===== src/rtl/demo_pkg.sv =====
// ============================================================================
//  Module      : demo_pkg
//  Description : Shared sizes, sort-FSM state type and RAM init table.
//  Revision    : 1.0 - initial release
// ============================================================================
`default_nettype none

package demo_pkg;

    localparam int DATA_W = 16;
    localparam int DEPTH  = 16;
    localparam int ADDR_W = $clog2(DEPTH);

    typedef enum logic [2:0] {
        READ_A = 3'd0,
        READ_B = 3'd1,
        CMP    = 3'd2,
        WR_A   = 3'd3,
        WR_B   = 3'd4,
        NEXT   = 3'd5,
        DONE   = 3'd6
    } sort_state_t;

    // Power-up contents: a scrambled permutation of 0..15 duplicated into both bytes
    function automatic logic [DATA_W-1:0] init_word(input int i);
        logic [7:0] p;
        p = 8'((7 * i + 3) % 16);
        return {p, p};
    endfunction

endpackage

`default_nettype wire


===== src/rtl/demo_btn_edge.sv =====
// ============================================================================
//  Module      : demo_btn_edge
//  Description : Button synchronizer and rising-edge pulse; DEMO_BTN_DEBOUNCE_EN
//                inserts a stable-level debounce before the edge detector.
//  Revision    : 1.0 - initial release
// ============================================================================
`default_nettype none

module demo_btn_edge
`ifdef DEMO_BTN_DEBOUNCE_EN
#(
    parameter int DEBOUNCE_CYCLES = 4
)
`endif
(
    input  logic clk,
    input  logic rst,
    input  logic btn_in,
    output logic edge_out
);

    logic r_s1;
    logic r_s2;
    logic r_lvl_q;
    logic w_lvl;

    always_ff @(posedge clk) begin
        if (rst) begin
            r_s1 <= 1'b0;
            r_s2 <= 1'b0;
        end else begin
            r_s1 <= btn_in;
            r_s2 <= r_s1;
        end
    end

`ifdef DEMO_BTN_DEBOUNCE_EN
    localparam int CNT_W = $clog2(DEBOUNCE_CYCLES + 1);

    logic [CNT_W-1:0] r_cnt;
    logic             r_db;

    // Level only flips after the new value has been seen on every one of the last cycles
    always_ff @(posedge clk) begin
        if (rst) begin
            r_cnt <= '0;
            r_db  <= 1'b0;
        end else if (r_s2 == r_db) begin
            r_cnt <= '0;
        end else if (r_cnt == CNT_W'(DEBOUNCE_CYCLES - 1)) begin
            r_cnt <= '0;
            r_db  <= r_s2;
        end else begin
            r_cnt <= r_cnt + 1'b1;
        end
    end

    assign w_lvl = r_db;
`else
    assign w_lvl = r_s2;
`endif

    always_ff @(posedge clk) begin
        if (rst) begin
            r_lvl_q <= 1'b0;
        end else begin
            r_lvl_q <= w_lvl;
        end
    end

    assign edge_out = w_lvl & ~r_lvl_q;

endmodule

`default_nettype wire


===== src/rtl/demo_wrapper.sv =====
// ============================================================================
//  Module      : demo_wrapper
//  Description : Board demo - bubble-sorts a 16-word RAM after reset, then lets
//                a button step through it. DEMO_BTN_DEBOUNCE_EN enables debounce.
//  Revision    : 1.0 - initial release
// ============================================================================
`default_nettype none

module demo_wrapper
    import demo_pkg::*;
#(
    parameter int DATA_W = demo_pkg::DATA_W,
    parameter int DEPTH  = demo_pkg::DEPTH
`ifdef DEMO_BTN_DEBOUNCE_EN
    ,
    parameter int DEBOUNCE_CYCLES = 4
`endif
)
(
    input  logic              clk,
    input  logic              rst,
    input  logic              RAMSel,
    input  logic              button,
    output logic [DATA_W-1:0] out
);

    localparam int                AW       = $clog2(DEPTH);
    localparam logic [AW-1:0]     c_last   = AW'(DEPTH - 2);
    localparam logic [AW-1:0]     c_top    = AW'(DEPTH - 1);

    logic [DATA_W-1:0] r_mem [DEPTH];
    sort_state_t       r_state;
    logic [AW-1:0]     r_pass;
    logic [AW-1:0]     r_idx;
    logic [AW-1:0]     r_ptr;
    logic [DATA_W-1:0] r_a;
    logic [DATA_W-1:0] r_b;
    logic [7:0]        r_swap_cnt;
    logic [DATA_W-1:0] r_out;

    logic              w_done;
    logic              w_btn_edge;
    logic [AW-1:0]     w_idx_p1;
    logic              w_last_idx;
    logic [DATA_W-1:0] w_status;

    assign w_done     = (r_state == DONE);
    assign w_idx_p1   = r_idx + 1'b1;
    assign w_last_idx = (r_idx == (c_last - r_pass));
    assign w_status   = DATA_W'({w_done, 7'b0, r_swap_cnt});

`ifdef DEMO_BTN_DEBOUNCE_EN
    demo_btn_edge #(
        .DEBOUNCE_CYCLES (DEBOUNCE_CYCLES)
    ) u_btn (
        .clk      (clk),
        .rst      (rst),
        .btn_in   (button),
        .edge_out (w_btn_edge)
    );
`else
    demo_btn_edge u_btn (
        .clk      (clk),
        .rst      (rst),
        .btn_in   (button),
        .edge_out (w_btn_edge)
    );
`endif

    always_ff @(posedge clk) begin
        if (rst) begin
            for (int i = 0; i < DEPTH; i++) begin
                r_mem[i] <= DATA_W'(init_word(i));
            end
            r_state    <= READ_A;
            r_pass     <= '0;
            r_idx      <= '0;
            r_a        <= '0;
            r_b        <= '0;
            r_swap_cnt <= '0;
        end else begin
            case (r_state)
                READ_A: begin
                    r_a     <= r_mem[r_idx];
                    r_state <= READ_B;
                end
                READ_B: begin
                    r_b     <= r_mem[w_idx_p1];
                    r_state <= CMP;
                end
                CMP: begin
                    r_state <= (r_a > r_b) ? WR_A : NEXT;
                end
                WR_A: begin
                    r_mem[r_idx] <= r_b;
                    r_state      <= WR_B;
                end
                WR_B: begin
                    r_mem[w_idx_p1] <= r_a;
                    if (r_swap_cnt != 8'hFF) begin
                        r_swap_cnt <= r_swap_cnt + 1'b1;
                    end
                    r_state <= NEXT;
                end
                NEXT: begin
                    if (w_last_idx) begin
                        r_idx <= '0;
                        if (r_pass == c_last) begin
                            r_state <= DONE;
                        end else begin
                            r_pass  <= r_pass + 1'b1;
                            r_state <= READ_A;
                        end
                    end else begin
                        r_idx   <= w_idx_p1;
                        r_state <= READ_A;
                    end
                end
                DONE: begin
                    r_state <= DONE;
                end
                default: begin
                    r_state <= READ_A;
                end
            endcase
        end
    end

    // Presses are only meaningful once the RAM is sorted and on display
    always_ff @(posedge clk) begin
        if (rst) begin
            r_ptr <= '0;
        end else if (w_btn_edge && RAMSel && w_done) begin
            r_ptr <= (r_ptr == c_top) ? '0 : r_ptr + 1'b1;
        end
    end

    always_ff @(posedge clk) begin
        if (rst) begin
            r_out <= '0;
        end else begin
            r_out <= RAMSel ? r_mem[r_ptr] : w_status;
        end
    end

    assign out = r_out;

endmodule

`default_nettype wire


===== config.mk =====
export PLATFORM = sky130hd
export DESIGN_NAME = demo_wrapper
export DESIGN_NICKNAME = d
export VERILOG_FILES = /design/src/rtl/demo_pkg.sv /design/src/rtl/demo_btn_edge.sv /design/src/rtl/demo_wrapper.sv
export SDC_FILE = /design/constraint.sdc
export NUM_CORES = 1
export LEC_CHECK = 0
export ABC_AREA = 1
export BUFFER_PORTS_ARGS = -buffer_cell sky130_fd_sc_hd__clkbuf_2
export CORE_ASPECT_RATIO = 0.6
export CORE_MARGIN = 4
export CORE_UTILIZATION = 50
export DETAILED_ROUTE_END_ITERATION = 10
export HOLD_SLACK_MARGIN = 0.1
export PLACE_DENSITY_LB_ADDON = 0.15
export SLEW_MARGIN = 20
export SYNTH_ARGS = -nofsm -noshare
export SYNTH_HDL_FRONTEND = slang
export SYNTH_SLANG_ARGS = --single-unit

===== constraint.sdc =====
create_clock -name clk -period 3.3 [get_ports clk]
set_input_delay 0.99 -clock clk [delete_from_list [all_inputs] [get_ports clk]]
set_output_delay 0.99 -clock clk [all_outputs]
set_load 0.02 [all_outputs]

; After elaboration in Yosys (flattened, before gate mapping)
; Memories as Yosys holds them, arrays and structs flattened. A register that Yosys moved wholly into a read port is not among the register bits.
; Index checks and enable logic that the tools add are counted.
[totals]
ramBits = 256
mem_count = 1
wordCells = 62
ff_bits = 42
out_inout_bits = 16
inputBits = 4
[memory_table]
columns = memory, depth, width, rd, rd_ports_with_merged_regs, wr, line_no
row1 = r_mem, 16, 16, 3, 3, 16, demo_wrapper.sv:31  ; logic [DATA_W-1:0] r_mem [DEPTH];
[op_classes]
mux = 23
add_sub_neg = 5
magnitude_cmp = 1
bitwise_logic = 4
eq_ne = 10
reduce_logical = 8
[op_table]
columns = operator, n
row1 = 2-to-1 mux 16 bit, 3
row2 = OR reduction 16 bit, 2
row3 = 2-to-1 mux 4 bit, 6
row4 = one-hot mux 3 bit (7 select lines), 1
row5 = > comparator 16 bit, 1
row6 = adder 4 x 1 -> 4 bit (second input constant), 3
row7 = 2-to-1 mux 1 bit, 10
row8 = equality test 3 bit (second input constant), 3
row9 = 2-to-1 mux 3 bit, 3
row10 = adder 8 x 1 -> 8 bit (second input constant), 1
row11 = equality test 4 bit (second input constant), 2
row12 = != test 8 bit (second input constant), 1
row13 = equality test 3 x 2 -> 1 bit (second input constant), 2
row14 = equality test 4 bit, 1
row15 = subtractor 4 bit (first input constant), 1
row16 = equality test 3 x 1 -> 1 bit (second input constant), 1
row17 = logical NOT 3 bit, 1
row18 = inverter 1 bit, 3
row19 = AND reduction 3 bit, 1
row20 = logical AND 1 bit, 2
row21 = AND reduction 2 bit, 1
row22 = OR reduction 2 bit, 1
row23 = AND 1 bit, 1

; Longest topological paths before layout
[logic_depth]
word_depth = 7
ltp_mapped = 14
depth_no_buf = 14

; By module
; A second synthesis with hierarchy kept.
[unflattened]
hier_cells = 2578
area_unflattened_um2 = 19611.3
[modules_own_cells]
columns = mod, area_each_um2, cells_each, n_inst, seq_area_each_um2
row1 = demo_wrapper, 19525.0, 2568, 1, 9188.8
row2 = demo_btn_edge, 86.3, 10, 1, 60.1

; Worst setup path before layout
; Ideal clock, no wire load.
[synth_path]
path_type = input to register
startpoint = input port rst
endpoint = memory r_mem[11][0] (enable)
arrival_ns = 2.589
setup_slack_ns = 0.339
required_time_ns = 2.928
path_buffers = 2
setup_time_ns = 0.372
cell_stages = 9
path_cell_list = clkinv_1 > nand2_1 > buf_4 > xor2_1 > nand2_1 > nor2_1 > nand2_1 > buf_2 > nand2_1
[synth_rtl]
columns = element, line_no
row1 = from (decl), demo_wrapper.sv:21  ; input logic rst,
row2 = to (decl), demo_wrapper.sv:31

==> flow_summary.toml <==
[timing]
relSlewSlack_pct = 20.5
finalHoldViolCount = 0
rsz0062_at_grt = "no"
drv_slew = 0
fmax_ghz = 0.377
finalClockSkew_ns = 0.0214
tightestPinTransition_ns = 1.19
postLayoutSetupSlackWorst_ns = 0.650
fin_crit_sh_pct = 80.3
fin_tns_setup_ns = 0
setup_viol = 0
fin_crit_ns = 2.65

[routing]
totalWireLength_um = 72100
vias = 19500
dr.pass1.iters = 9
vias_per_cell = 6.36
wl_met2_um = 29100
wl_met3_um = 11000
post_drt_wl_per_cell_um = 23.6
top_layer = "met5"
drt_iter0_markers = 3633
wl_met1_um = 29300
drcViolationCount = 1
final_antenna_net_count = 0

[cells_and_area]
num_antenna_cells = 0
layout.nets = 2549
layout_common_cells = "nand2_1 (445), nand3_1 (377), a21oi_1 (280)"
multi_input_area_sq_mm = 0.00856
synthToLayoutAreaGrowth_pct = 9.02
nFillCells = 3531
seq_area_sq_mm = 0.00926
final_common_cell = "nand2_1"
drive_gt1_share_pct = 7.14

[clocking]
root_buffer = "clkbuf_16"
clk_latency_ns = 0.54
cts_resized = 0
cts_tree = "built"
htreeDepth = 2
post_cts_buffers = 0
clockBufferDepth = 3
clock-sinks = 334
numCtsBuffers = 35
path_clk_slew_ns = 0.06
postCtsHoldBufs = 0

[worst_setup_path]
cp_max_fo = 16
cp-end-kind = "register"
worst-setup-path-type = "reg -> reg"
required_ns = 3.52
reg2reg_slack_ns = 0.65
critPathLaunchType = "register"
worstPathArrival_ns = 2.87

[status]
violations = "design-rule violations"
status = "finished with violations"

[power_and_ir_drop]
p_leak_nw = 8.20
peakVddDrop_v = 0.000320
p_per_area_mw_per_mm2 = 490

[global_route]
overflow = 0
grt_use_total_pct = 33.0
grt_max_degree = 180
grt_pass1_vias = 17900
grt_antenna_before_repair = 1
grt_pass1_wl_um = 108000

[job]
drv_cap = 0

[yosys]
synth-seq-cells = 334
syn_nets = 2608
ys_warn_count = 0
synth_area_sq_mm = 0.0196
syn_area_per_cell_sq_um = 7.58
syn_inst = 2583
yosysUniqueCellTypes = 30
ys_seq_area_share_pct = 47.3

[place]
globalplace.congestion = 0.984
hpwl_um = 47100
dp_slack_ns = 0.281
io_buffer_count = 19

[floorplan]
initial_core_util_pct = 51.3
ioPinCount = 20
die_h_um = 161
core-area_sq_mm = 0.0381
num_rows = 55
die_x_um = 263
dieArea_sq_mm = 0.0425

[worst_hold_path]
hold_path.class = "reg -> reg"
## worst paths after layout
check,cells after the start,startpoint,endpoint
min reg2reg,2,u_btn.r_s1$_SDFF_PP0_,u_btn.r_s2$_SDFF_PP0_
max,11,r_state[0]$_SDFF_PP0_,r_mem[8][2]$_SDFFCE_PN0P_
min,2,u_btn.r_s1$_SDFF_PP0_,u_btn.r_s2$_SDFF_PP0_
max reg2reg,11,r_state[0]$_SDFF_PP0_,r_mem[8][2]$_SDFFCE_PN0P_
## metal layers
metal | vias to the layer above | global-route usage, %
met5 | - | 0
met4 | 2 | 12.4
met3 | 229 | 7.64
met2 | 1512 | 47.6
met1 | 9042 | 48.4
li1 | 8677 | -
## state kept, by name (all words and copies together), names as in the netlist, named ones only
| register | count |
|---|---|
| out | 16 |
| r_a | 16 |
| r_b | 16 |
| r_idx | 4 |
| r_mem | 256 |
| r_pass | 4 |
| r_ptr | 4 |
| r_state | 3 |
| r_swap_cnt | 8 |
| u_btn.r_lvl_q | 1 |
| u_btn.r_s1 | 1 |
| u_btn.r_s2 | 1 |
## cells in the mapped netlist
cell        n  area, sq um
buf_2      41          205
xor2_1      3         26.3
a211oi_1    3         22.5
edfxtp_1  256         7690
o211ai_1   96          721
xnor2_1     2         17.5
nand4_1     4         25.0
buf_1      27          101
o21ai_1    16         80.1
clkbuf_1  137          514
nand2_2     1         6.26
nand2_1   445         1670
inv_2       4         15.0
xor2_2      1         16.3
buf_4       1         7.51
o21ai_2     3         26.3
nor2_1    265          995
nor3b_1     1         7.51
a21oi_1   280         1400
nor2_4      1         11.3
dfxtp_1    78         1560
nor3_1      3         15.0
o21ai_0   262         1310
clkinv_1    6         22.5
inv_1     244          916
nor3_2      1         10.0
nor2_2      3         18.8
ha_1       21          263
a21o_1      1         7.51
nand3_1   377         1890
## kinds of logic after synthesis
kind of cell,share of synthesized area [%]
compound gates,18.2
xor+xnor,0.307
fa+ha+maj,1.34
flops,47.3
simple gates,23.7
buf+inv,9.10
## critical path, cell delays in order (launching register included)
cell and delay [ns]:
dfxtp_1 0.37, nor2_2 0.12, nand2_1 0.11, inv_1 0.14, nand2_1 0.25, xor2_1 0.24, inv_1 0.10, nand2_1 0.05
nor2_1 0.28, nand2_1 0.28, nand2_1 0.12, buf_4 0.25
## stage by stage
stage / util [%] / total power [W] / instances / area (sq um) / hold slack [ns]
global route: 56.0 / 0.0108 / 3062 / 21300 / 0.443
detailed placement: 53.1 / 0.00656 / 3000 / 20200 / 0.400
CTS: 56.0 / 0.0104 / 3062 / 21300 / 0.411
floorplan: - / 0.00591 / 2583 / 19600 / 0.388
finish: 56.0 / 0.0105 / 3062 / 21300 / 0.412
global placement: 53.1 / 0.00653 / 3000 / 20200 / 0.391
## power breakdown
part	leakage (nW)	internal [W]	switching, W	total, W
clock	0.543	0.00221	0.00170	0.00391
sequential	3.06	0.00469	0.000143	0.00483
combinational	4.60	0.000462	0.00126	0.00172
## final cells by class
type	instances	share of cell area, %
Sequential cell	334	43.4
Multi-Input combinational cell	1789	40.1
Clock buffer	50	4.72
Inverter	254	4.50
Timing Repair Buffer	110	3.82
Tap cell	513	3.01
Clock inverter	12	0.399
No activity file was read; power rests on OpenSTA's default activity.
